<file path="config.mk">
export PLATFORM = sky130hd
export DESIGN_NAME = fetch_stage
export DESIGN_NICKNAME = d
export VERILOG_FILES = /design/src/rtl/fetch_stage.sv
export SDC_FILE = /design/constraint.sdc
export NUM_CORES = 1
export LEC_CHECK = 0
export ABC_CLOCK_PERIOD_IN_PS = 7350
export BUFFER_PORTS_ARGS = -buffer_cell sky130_fd_sc_hd__clkbuf_2
export CAP_MARGIN = 15
export CORE_ASPECT_RATIO = 1.1
export CORE_MARGIN = 10
export CORE_UTILIZATION = 40
export CTS_CLUSTER_DIAMETER = 120
export CTS_CLUSTER_SIZE = 40
export DETAILED_ROUTE_END_ITERATION = 7
export REMOVE_ABC_BUFFERS = 1
export SYNTH_ARGS = -nofsm -noshare
export SYNTH_HDL_FRONTEND = slang
export SYNTH_SLANG_ARGS = --single-unit
</file>
<file path="constraint.sdc">
create_clock -name clk -period 7.35 [get_ports clk]
set_input_delay 1.8375 -clock clk [delete_from_list [all_inputs] [get_ports clk]]
set_output_delay 1.8375 -clock clk [all_outputs]
set_load 0.03 [all_outputs]
</file>
<file path="src/rtl/fetch_stage.sv">
// Instruction-fetch stage with IF/ID pipeline register for the pipelined
// 64-bit LEGv8 core. Owns the PC, presents it to a zero-latency instruction
// memory, and latches the fetched word and its PC into IF/ID. Branches are
// resolved in ID one cycle later, so the instruction fetched alongside a
// taken branch always executes (single delay slot, never flushed).
module fetch_stage #(
    parameter logic [63:0] RESET_PC  = 64'h0,
    parameter logic [31:0] NOP_INSTR = 32'h0000_0000
) (
    input  logic        clk,
    input  logic        reset,
    input  logic        stall,
    input  logic        BrTaken,
    input  logic        UnConBr,
    input  logic [31:0] imem_data,
    output logic [63:0] imem_addr,
    output logic [31:0] instr_ID,
    output logic [63:0] pc_ID,
    output logic        valid_ID
);

    logic [63:0] pc_reg;
    logic [63:0] pc_next;
    logic [31:0] instr_id_reg;
    logic [63:0] pc_id_reg;
    logic        valid_id_reg;

    logic [63:0] offset_imm26;
    logic [63:0] offset_imm19;
    logic [63:0] branch_offset;
    logic [63:0] branch_target;
    logic        redirect;

    // Sign-extended word offsets for B (Imm26) and CBZ/B.cond (Imm19).
    assign offset_imm26 = {{38{instr_id_reg[25]}}, instr_id_reg[25:0]};
    assign offset_imm19 = {{45{instr_id_reg[23]}}, instr_id_reg[23:5]};

    // Only a real instruction in ID may redirect; a reset bubble forces 0
    // here even if the control block drives garbage on BrTaken.
    assign redirect = valid_id_reg & BrTaken;

    // Branch target and next-PC selection; adds wrap modulo 2^64.
    always_comb begin
        branch_offset = offset_imm19;
        if (UnConBr) begin
            branch_offset = offset_imm26;
        end
        branch_target = pc_id_reg + (branch_offset << 2);
        pc_next       = pc_reg + 64'd4;
        if (redirect) begin
            pc_next = branch_target;
        end
    end

    // PC and IF/ID register: async clear, hold on stall, advance otherwise.
    always_ff @(posedge clk or posedge reset) begin
        if (reset) begin
            pc_reg       <= RESET_PC;
            instr_id_reg <= NOP_INSTR;
            pc_id_reg    <= 64'h0;
            valid_id_reg <= 1'b0;
        end else if (!stall) begin
            pc_reg       <= pc_next;
            instr_id_reg <= imem_data;
            pc_id_reg    <= pc_reg;
            valid_id_reg <= 1'b1;
        end
    end

    assign imem_addr = pc_reg;
    assign instr_ID  = instr_id_reg;
    assign pc_ID     = pc_id_reg;
    assign valid_ID  = valid_id_reg;

endmodule
</file>
==> impl_summary.txt <==
----------------------------------------------------
[Layout]
  Growth of design area from synthesis to finish ... 16.44%
  Leading cell type in the layout, fill and taps excluded ... clkbuf_2
  Fin cells ... 1846
  Commonest non-fill, non-tap cells in the layout ... clkbuf_2 (196), dfrtp_1 (161), a21oi_1 (151)
  Final design instance area without fill ... 13360 µm²
  Share of final-layout standard cells stronger than drive strength 1 ... 25.49%
  Count of filler cells inserted in the layout ... 2776
  Antenna diode count ... 0
  Final standard cell utilization of the core ... 47.68%
  Number of nets in the layout ... 1570

[Clocking]
  Hold-fix buffer count after cts ... 0
  CTS Root Cell ... clkbuf_16
  Clock network latency to the later pin of the worst-skew pair ... 450 ps
  Post-CTS Setup Inserts ... 0
  Clock transition at the register clock pins on the worst setup and hold paths after CTS ... 70 ps
  H-tree depth ... 4
  Clock tree from TritonCTS ... yes
  Number of clock sinks seen by CTS ... 161
  Resize count post-CTS ... 0
  Buffer levels on the longest clock path ... 2
  Number of buffers inserted during clock tree synthesis ... 17

[Timing]
  Hold slack final ... 506.3 ps
  Final Max Tran Viols ... 0
  Setup repair after global routing missed its margin ... false
  Final setup vio count ... 0
  Worst clock skew ... 17.31 ps
  Setup TNS ... 0 ps
  Fmax ... 165.5 MHz
  Crit path time final ... 6041 ps
  Headroom to the max-slew limit ... 26.16%
  Final Hold Vio Count ... 0
  Final worst setup slack ... 1309 ps
  Slew at the pin closest to its max-slew limit ... 1105 ps
  Final worst path period share ... 82.20%

[Worst setup path]
  Largest delay share family, worst path ... simple AND/OR/NAND/NOR gates
  Count of buffer and inverter cells on the critical path ... 1
  CP Data Arrival Time ... 6420 ps
  Critical path's slowest cell ... ha_1
  Critical path required time ... 7730 ps
  Critical path capture point type ... flip-flop
  Maximum single-stage delay on the critical path ... 770 ps
  Critical path cell sequence ... clkbuf_2 -> nand2b_1 -> nand2_1 -> ha_1 -> and3_1 -> nand2_1 -> or4_1 -> a21oi_1 -> o21ai_0 -> a21boi_0 -> o21ai_0 -> o21ai_1 -> mux2_2 -> a21oi_1
  Max FO, Critical Path ... 26
  Startpoint-to-endpoint class of the critical path ... in -> reg
  Kind of start point of the critical path ... input port

[Floorplan]
  DIE AREA ... 35880 µm²
  Height of the die ... 197.7 µm
  Count of pins on the block boundary ... 198
  Placeable core region ... 28030 µm²
  Die X ... 181.5 µm
  Row cnt ... 64
  Starting density of the core ... 40.95%

[Global route]
  Wire length of the first global-routing pass ... 61070 µm
  Total grt overflow ... 0
  Maximum number of pins on one net before global-route repair ... 80
  Global routing usage summed across all routing layers ... 20.83%
  Number of global-route vias before repair ... 10.87k
  Antenna violations before repair ... 0

[Placement]
  Routability congestion estimate ... 0.9164
  Placed Instances ... 1814
  Estimated wirelength of the detail-placed design ... 28280 µm
  Placed instance area ... 12770 µm²
  Setup WS pre-CTS ... 894.8 ps
  Number of port buffers ... 197

[Power and ir drop]
  Max rail drop VDD ... 246.4 µV
  Cell Pwr Density ... 484.9 nW/µm²
  Design Power ... 6.481 mW
  Leakage power ... 5.854 nW

[Detailed routing]
  Detailed-route wire length ... 38260 µm
  Starting DRT DRC Count ... 988
  Total number of vias ... 10.92k
  Detailed-route DRC error count ... 0
  Detailed-route wire length per cell ... 20.72 µm
  Drt pass-1 iters ... 5
  Number of vias per cell after detailed routing ... 5.916
  Remaining number of nets flagged by the antenna check after routing ... 0

[Logic synthesis]
  Mean area per synthesized cell ... 8.761 µm²
  Seq/Total Area, Yosys ... 35.10%
  Number of synthesized register bits ... 161
  Post-Synthesis Cell Area ... 11480 µm²
  Top_reg_cell synth ... dfrtp_1
  Instance count of the mapped netlist ... 1310
  Count of distinct cell types in the synthesized netlist ... 76
  Proportion of register bits with asynchronous set or reset after synthesis ... 100.0%
  Number of enable flip-flop cells after synthesis ... 0
  Yosys synthesis warning count ... 0

[Status]
  Result of the run ... completed

[Run]
  Reported max-cap violation count ... 0

[Min path]
  Worst hold-check path type ... reg -> reg

----------------------------------------------------
per-layer routing:
metal | up-vias | share of wire (%) | track usage [%]
met5 | - | 0 | 0
met4 | 0 | 1.5 | 5.336
met3 | 37 | 6.0 | 4.782
met2 | 372 | 49 | 35.56
met1 | 5345 | 43 | 25.99
li1 | 5167 | - | -
cells in the mapped netlist, types with 11 or more instances:
| cell type | count | area [µm²] |
|---|---|---|
| nand3_1 | 54 | 270.3 |
| clkbuf_1 | 55 | 206.5 |
| o22ai_1 | 14 | 87.58 |
| and3_1 | 24 | 150.1 |
| a21o_1 | 36 | 270.3 |
| a21oi_1 | 151 | 755.7 |
| o21bai_1 | 16 | 120.1 |
| ha_1 | 62 | 775.7 |
| nand2_1 | 122 | 457.9 |
| buf_1 | 11 | 41.29 |
| nor2_1 | 93 | 349.1 |
| nand4_1 | 25 | 156.4 |
| xnor2_1 | 31 | 271.5 |
| inv_1 | 28 | 105.1 |
| xor2_1 | 18 | 157.7 |
| dfrtp_1 | 161 | 4029 |
| a31oi_1 | 16 | 100.1 |
| mux2_2 | 111 | 1250 |
| o21ai_0 | 91 | 455.4 |
| a211oi_1 | 11 | 82.58 |
| nor3_1 | 27 | 135.1 |
worst min-delay path: stages, from the launching register on:
cell	delay, ps
dfrtp_1	360
nand2_1	50
nand2_1	60
power breakdown:
group          internal [mW]  total (mW)  switching (mW)
sequential              1.23        1.74           0.506
clock                  0.538       0.937           0.399
combinational           1.37        3.80            2.43
total                   3.14        6.48            3.34
logic make-up (layout without fill, tap and decap cells):
family,Yosys count,after routing,share of synthesized area (%)
and+or+nand+nor,417,417,17.85
AOI/OAI and AO/OA,408,408,21.99
DFF,161,161,35.10
muxes,114,114,11.15
buffers and inverters,98,271,3.238
adders and majority gates,63,63,6.933
xor gates and xnor gates,49,49,3.739
state kept, by name (all words and copies together), names as in the netlist:
| name | cells |
|---|---|
| valid_ID | 1 |
| pc_ID | 64 |
| instr_ID | 32 |
| imem_addr | 64 |
final timing paths:
| path | depth (start not counted) | from | slack (ps) | end |
|---|---|---|---|---|
| setup / recovery | 14 | UnConBr | 1310 | imem_addr[53] |
| hold / removal | 2 | pc_ID[0] | 510 | imem_addr[0] |
| setup reg to reg | 13 | instr_ID[23] | 2600 | imem_addr[53] |
| hold reg to reg | 2 | pc_ID[0] | 510 | imem_addr[0] |
| max in group asynchronous | 3 | reset | 4750 | imem_addr[21] |
| min in group asynchronous | 2 | reset | 1290 | pc_ID[37] |
final cells by class:
cell class | count | area [µm²] | share of cell area, %
clock buffers | 21 | 440.4 | 3.296
clock inverters | 11 | 153.9 | 1.152
inverters | 29 | 113.9 | 0.8520
multi-input cells | 1051 | 7083 | 53.00
flip-flops and latches | 161 | 4029 | 30.15
well taps | 363 | 454.2 | 3.399
repair buffers | 210 | 1090 | 8.155
(Power assumes the default switching activity.)
